===== src/rtl/alu_issue_ctrl.sv =====
// Issue controller in front of a single-cycle RV32I ALU: decodes one word at a time,
// reads operands from a local 32-entry register file, then retires the ALU result.
module alu_issue_ctrl #(
  parameter int               WIDTH       = 32,
  parameter logic [WIDTH-1:0] RESET_PC    = '0,
  parameter int               ALU_LATENCY = 1
) (
  input  logic                    clk,
  input  logic                    rst,
  input  logic                    instr_valid,
  output logic                    instr_ready,
  input  logic [31:0]             instr,
  input  logic                    rf_wr_en,
  input  logic [4:0]              rf_wr_idx,
  input  logic [WIDTH-1:0]        rf_wr_data,
  output logic [WIDTH-1:0]        pc,
  output logic signed [WIDTH-1:0] RS1,
  output logic signed [WIDTH-1:0] RS2,
  output logic [6:0]              opcode,
  output logic [2:0]              Funct3,
  output logic [6:0]              Funct7,
  output logic [11:0]             Imm_reg,
  output logic [4:0]              Shamt,
  input  logic [WIDTH-1:0]        RD,
  input  logic [WIDTH-1:0]        Mem_addr,
  output logic                    wb_valid,
  output logic [4:0]              wb_rd_idx,
  output logic [WIDTH-1:0]        wb_data,
  output logic                    mem_valid,
  output logic [WIDTH-1:0]        mem_addr,
  output logic                    mem_we,
  output logic                    illegal
);

  localparam logic [6:0] OP_R  = 7'b0110011;
  localparam logic [6:0] OP_I  = 7'b0010011;
  localparam logic [6:0] OP_LD = 7'b0000011;
  localparam logic [6:0] OP_ST = 7'b0100011;
  localparam int CNT_W = (ALU_LATENCY > 1) ? $clog2(ALU_LATENCY) : 1;

  typedef enum logic [1:0] {S_IDLE, S_ISSUE, S_WB} state_t;

  state_t             r_state;
  state_t             w_state_next;
  logic [CNT_W-1:0]   r_lat_cnt;
  logic [WIDTH-1:0]   r_fetch_pc;
  logic [4:0]         r_rd_idx;
  logic [WIDTH-1:0]   r_rf [32];

  logic [6:0]  w_op;
  logic [2:0]  w_f3;
  logic        w_is_r, w_is_i, w_is_ld, w_is_st, w_is_legal;
  logic [6:0]  w_f7;
  logic [11:0] w_imm;
  logic        w_accept, w_issue, w_last;
  logic        w_ret_mem, w_wb_fire, w_pre_fire;

  assign w_op       = instr[6:0];
  assign w_f3       = instr[14:12];
  assign w_is_r     = (w_op == OP_R);
  assign w_is_i     = (w_op == OP_I);
  assign w_is_ld    = (w_op == OP_LD);
  assign w_is_st    = (w_op == OP_ST);
  assign w_is_legal = w_is_r | w_is_i | w_is_ld | w_is_st;

  // Funct7 only carries meaning for R-type and the I-type shift encodings.
  assign w_f7 = (w_is_r || (w_is_i && (w_f3 == 3'b001 || w_f3 == 3'b101))) ? instr[31:25] : 7'd0;

  always_comb begin
    w_imm = 12'd0;
    if (w_is_i || w_is_ld) begin
      w_imm = instr[31:20];
    end else if (w_is_st) begin
      w_imm = {instr[31:25], instr[11:7]};
    end
  end

  assign instr_ready = (r_state == S_IDLE);
  assign w_ret_mem   = (opcode == OP_LD) || (opcode == OP_ST);
  assign w_wb_fire   = w_last && !w_ret_mem && (r_rd_idx != 5'd0);
  assign w_pre_fire  = instr_ready && rf_wr_en && (rf_wr_idx != 5'd0);

  always_comb begin
    w_state_next = r_state;
    w_accept     = 1'b0;
    w_issue      = 1'b0;
    w_last       = 1'b0;
    case (r_state)
      S_IDLE: begin
        if (instr_valid) begin
          w_accept = 1'b1;
          if (w_is_legal) begin
            w_issue      = 1'b1;
            w_state_next = S_ISSUE;
          end
        end
      end
      S_ISSUE: begin
        if (r_lat_cnt == CNT_W'(ALU_LATENCY - 1)) begin
          w_last       = 1'b1;
          w_state_next = S_WB;
        end
      end
      S_WB:    w_state_next = S_IDLE;
      default: w_state_next = S_IDLE;
    endcase
  end

  always_ff @(posedge clk) begin
    if (!rst) begin
      r_state <= S_IDLE;
    end else begin
      r_state <= w_state_next;
    end
  end

  always_ff @(posedge clk) begin
    if (!rst) begin
      r_fetch_pc <= RESET_PC;
      pc         <= RESET_PC;
      r_lat_cnt  <= '0;
      r_rd_idx   <= 5'd0;
      RS1        <= '0;
      RS2        <= '0;
      opcode     <= 7'd0;
      Funct3     <= 3'd0;
      Funct7     <= 7'd0;
      Imm_reg    <= 12'd0;
      Shamt      <= 5'd0;
      wb_valid   <= 1'b0;
      wb_rd_idx  <= 5'd0;
      wb_data    <= '0;
      mem_valid  <= 1'b0;
      mem_addr   <= '0;
      mem_we     <= 1'b0;
      illegal    <= 1'b0;
    end else begin
      wb_valid  <= 1'b0;
      mem_valid <= 1'b0;
      illegal   <= w_accept && !w_is_legal;
      if (w_accept) begin
        r_fetch_pc <= r_fetch_pc + WIDTH'(4);
      end
      if (w_issue) begin
        pc        <= r_fetch_pc;
        RS1       <= r_rf[instr[19:15]];
        RS2       <= r_rf[instr[24:20]];
        opcode    <= w_op;
        Funct3    <= w_f3;
        Funct7    <= w_f7;
        Imm_reg   <= w_imm;
        Shamt     <= instr[24:20];
        r_rd_idx  <= instr[11:7];
        r_lat_cnt <= '0;
      end else if (r_state == S_ISSUE) begin
        r_lat_cnt <= r_lat_cnt + CNT_W'(1);
      end
      if (w_last && w_ret_mem) begin
        mem_valid <= 1'b1;
        mem_addr  <= Mem_addr;
        mem_we    <= (opcode == OP_ST);
      end
      if (w_wb_fire) begin
        wb_valid  <= 1'b1;
        wb_rd_idx <= r_rd_idx;
        wb_data   <= RD;
      end
    end
  end

  // Entry 0 is never written, so x0 always reads back as zero.
  always_ff @(posedge clk) begin
    if (!rst) begin
      for (int i = 0; i < 32; i++) begin
        r_rf[i] <= '0;
      end
    end else if (w_wb_fire) begin
      r_rf[r_rd_idx] <= RD;
    end else if (w_pre_fire) begin
      r_rf[rf_wr_idx] <= rf_wr_data;
    end
  end

endmodule


===== config.mk =====
export PLATFORM = sky130hd
export DESIGN_NAME = alu_issue_ctrl
export DESIGN_NICKNAME = d
export VERILOG_FILES = /design/src/rtl/alu_issue_ctrl.sv
export SDC_FILE = /design/constraint.sdc
export NUM_CORES = 2
export LEC_CHECK = 0
export CAP_MARGIN = 25
export CORE_MARGIN = 8
export CORE_UTILIZATION = 55
export DETAILED_ROUTE_END_ITERATION = 10
export MAX_ROUTING_LAYER = met4
export PLACE_DENSITY = 0.74
export SLEW_MARGIN = 20
export SYNTH_ARGS = -nofsm -noshare
export SYNTH_HDL_FRONTEND = slang
export SYNTH_SLANG_ARGS = --single-unit

===== constraint.sdc =====
create_clock -name clk -period 8 [get_ports clk]
set_input_delay 1.6 -clock clk [delete_from_list [all_inputs] [get_ports clk]]
set_output_delay 1.6 -clock clk [all_outputs]
set_load 0.005 [all_outputs]

==> out/metrics.cfg <==
[clock_tree]
cts_max_path_buffers=3
hold_buffers=0
postCtsSetupRepairBufs=0
clkLatencyLatePin_ps=750
numCtsBuffers=132
htree_levels=4
path_clk_slew_ps=60
root_buffer=clkbuf_16
cts_resized=0
clock_sinks=1263
tritoncts=done

[die]
die-area_mm2=0.123
die_height_um=350
initial_core_util_pct=55.5
fp-row-count=122
core-area_mm2=0.111
fp.dieW_um=350
boundaryPins=341

[timing]
fin_setup_tns_ps=0
rsz0062_at_grt=false
relSlewSlack_pct=25.3
post-route-period-util_pct=66.8
clock_skew_ps=24.1
hold_ws_ps=446
fin_crit_ps=5340
hold_viol=0
fin_ws_ps=2660
fmax_ghz=0.187
worst_pin_slew_ps=1110
final-setup-viol-count=0
finalMaxSlewViolations=0

[synth]
synth-xor-area-share_pct=0.414
syn_avg_cell_area_um2=12.8
yosys_warnings=0
synth-seq-cells=1263
synth.area.top_cells=edfxtp_1 (50%), mux4_2 (11%), mux2i_1 (8.6%)
synth_cell_types=73
synth_top_family_by_area=multiplexers
yosysTopAreaCellShare_pct=50.1
synth_adder_area_share_pct=0.0204
synth_area_leader_cell=edfxtp_1
synth-async-reset-ratio_pct=0
synth_compound_area_share_pct=6.42
synthMuxAreaShare_pct=20.6
synthSimpleGateAreaFrac_pct=11.0
syn_area_mm2=0.0614
postSynthCellCount=4800
synth_seq_area_share_pct=57.9
ys.flop_type=edfxtp_1
synth_edf_count=1024

[setup_path]
crit_path_end_kind=register
critical_path_arrival_ps=5770
r2r_start=r_state[1]$_SDFFE_PN0P_
cp_data_required_time_ps=8430
crit_fanout=26
crit_path_start_kind=input port
cp_slowest_cell=a31o_2
r2r-end=r_rf[5][20]$_SDFFCE_PN0P_
crit_top_cell=buf_4
reg2reg_slack_ps=3530
critPathKind=input port to register
crit_chain=clkdlybuf4s50_1, nor4bb_4, o31a_4, a31o_2, buf_4, nand3_1, nand2_2, buf_4
r2r_cells=7
max_stage_delay_ps=830

[global_routing]
grt_max_degree=120
grt_pass1_vias=43100
grt_pass1_wl_mm=292
grtUsageTotal_pct=33.5
antenna_found_initial=3
grt_overflow=0

[power]
p_leak_nw=25.5
pwr_density_cell_mw_per_mm2=213
vdd_ir_drop_max_mv=0.227
fin_total_pwr_mw=15.1

[cells_and_area]
top_register=r_rf
synthToLayoutAreaGrowth_pct=15.8
stdcell_count=6572
largest_reg_flops=1024
fill_cells=8067
drive_gt1_share_pct=16.0
layout.nets=5112

[placement]
place_inst=6323
gp_congestion=0.903
pre_cts_ws_ps=2060
dp_hpwl_mm=128
io_buffers=338

[route]
ant_nets=0
vias_per_cell=6.77
dr_wl_met3_mm=27.6
routed_wirelength_mm=206
drt_iter0_markers=6221
routed.top_layer=met4
met1_length_mm=71.5
drc=0
vias=44500
drt_pass1_iterations=8
wl_met2_mm=93.3
post_drt_wl_per_cell_um=31.3

[run_status]
status=complete, no violations

[hold_path]
holdPathStages=2
hold_class=register to register
hold_end=Imm_reg[10]$_SDFFE_PN0P_
min-delay-start=Imm_reg[10]$_SDFFE_PN0P_

[run]
cap_violations=0

logic make-up after synthesis:
kind of cell / Yosys count
buffers and inverters: 484
AO/OA/AOI/OAI: 547
other: 1
adder cells (fa/ha/maj): 1
AND/OR/NAND/NOR: 1607
multiplexers: 868
XOR/XNOR: 29
flip-flops: 1263
cells in the mapped netlist, types with 3 or more instances:
master and count:
a22o_1 8, xnor2_1 6, mux2_2 28, nor3_1 20
mux2i_1 527, buf_2 240, nand4_2 6, nand4_1 50
a21oi_1 130, dfxtp_1 239, mux4_2 313, nor4_1 3
o221ai_1 32, a221oi_1 40, o22ai_1 27, a22oi_1 125
nand3_1 62, xor2_1 23, buf_1 41, and2_1 5
nor2b_1 14, o211a_1 25, o21ai_0 37, inv_1 5
nand4_4 8, o21ai_1 3, nand3b_1 4, edfxtp_1 1024
buf_6 6, or2_2 4, o31ai_1 32, and3_1 10
nand3_2 10, a211oi_1 32, clkbuf_1 167, buf_4 25
nand2b_1 7, or3_1 3, a311oi_1 36, nand2_1 300
nor2_1 1085
worst max path at each step:
stage / startpoint / end / slack, ps / cells after the start
6_report: rf_wr_en / r_rf[5][20]$_SDFFCE_PN0P_ / 2660 / 8
5_1_grt: rf_wr_en / r_rf[20][10]$_SDFFCE_PN0P_ / 2720 / 8
4_1_cts: rf_wr_en / r_rf[5][22]$_SDFFCE_PN0P_ / 2830 / 8
3_5_place_dp: rf_wr_en / r_rf[5][19]$_SDFFCE_PN0P_ / 2060 / 8
3_3_place_gp: rf_wr_en / r_rf[5][19]$_SDFFCE_PN0P_ / 2080 / 8
2_1_floorplan: rf_wr_idx[4] / r_rf[16][0]$_SDFFCE_PN0P_ / 3730 / 6
final cells by class:
cell class | count | area, µm² | share of cell area, %
tap | 1488 | 1860 | 2.62
inverter | 5 | 26.3 | 0.0370
multi-input combinational | 3086 | 24300 | 34.2
timing repair buffer | 486 | 5070 | 7.13
sequential | 1263 | 35500 | 50.0
clock buffer | 167 | 3540 | 4.98
clock inverter | 74 | 754 | 1.06
antenna | 3 | 7.51 | 0.0106
stage by stage:
step | instance area (µm²) | util (%)
2_1_floorplan | 61500 | -
3_3_place_gp | 66100 | 59.7
3_5_place_dp | 66600 | 60.2
4_1_cts | 70900 | 64.1
5_1_grt | 71100 | 64.2
6_report | 71100 | 64.2
worst max-delay path, delay by kind of cell:
kind                   cells  cell delay (ps)
buffers and inverters      3             1200
AOI/OAI and AO/OA          2             1360
and+or+nand+nor            3             1550
power by group:
part | leakage, nW | internal (mW) | switching (mW) | total, mW
Clock | 2.11 | 3.54 | 2.65 | 6.19
Sequential | 12.5 | 7.29 | 0.125 | 7.41
Combinational | 10.9 | 0.579 | 0.932 | 1.51
Total | 25.5 | 11.4 | 3.70 | 15.1
metal layers:
metal	up-vias	track usage [%]
met5	-	-
met4	0	18.6
met3	650	8.87
met2	3518	50.0
met1	22000	41.8
li1	18300	-
cell usage in the layout (no fill, tap or decap), types with 10 or more instances in the layout:
master and n:
clkbuf_16 137, o21ai_0 37, o31ai_1 32, mux2i_1 495, xor2_1 23, a21oi_1 130
a311oi_1 36, edfxtp_1 1024, buf_4 116, clkbuf_1 27, o211a_1 25, nand3_1 62
o221ai_1 32, conb_1 34, nand4_1 50, a221oi_1 40, clkinv_1 17, buf_16 19
clkinv_2 24, mux2i_4 32, nand2_2 24, nor2b_1 12, a211oi_1 32, nand2_1 274
mux2_2 28, o22ai_1 27, clkdlybuf4s50_1 329, and3_1 10, mux4_2 313, nor2_1 1082
bufinv_16 12, nand3_2 10, nor3_1 16, a22oi_1 125, dfxtp_1 239
Power figures use the tool's default switching activity.
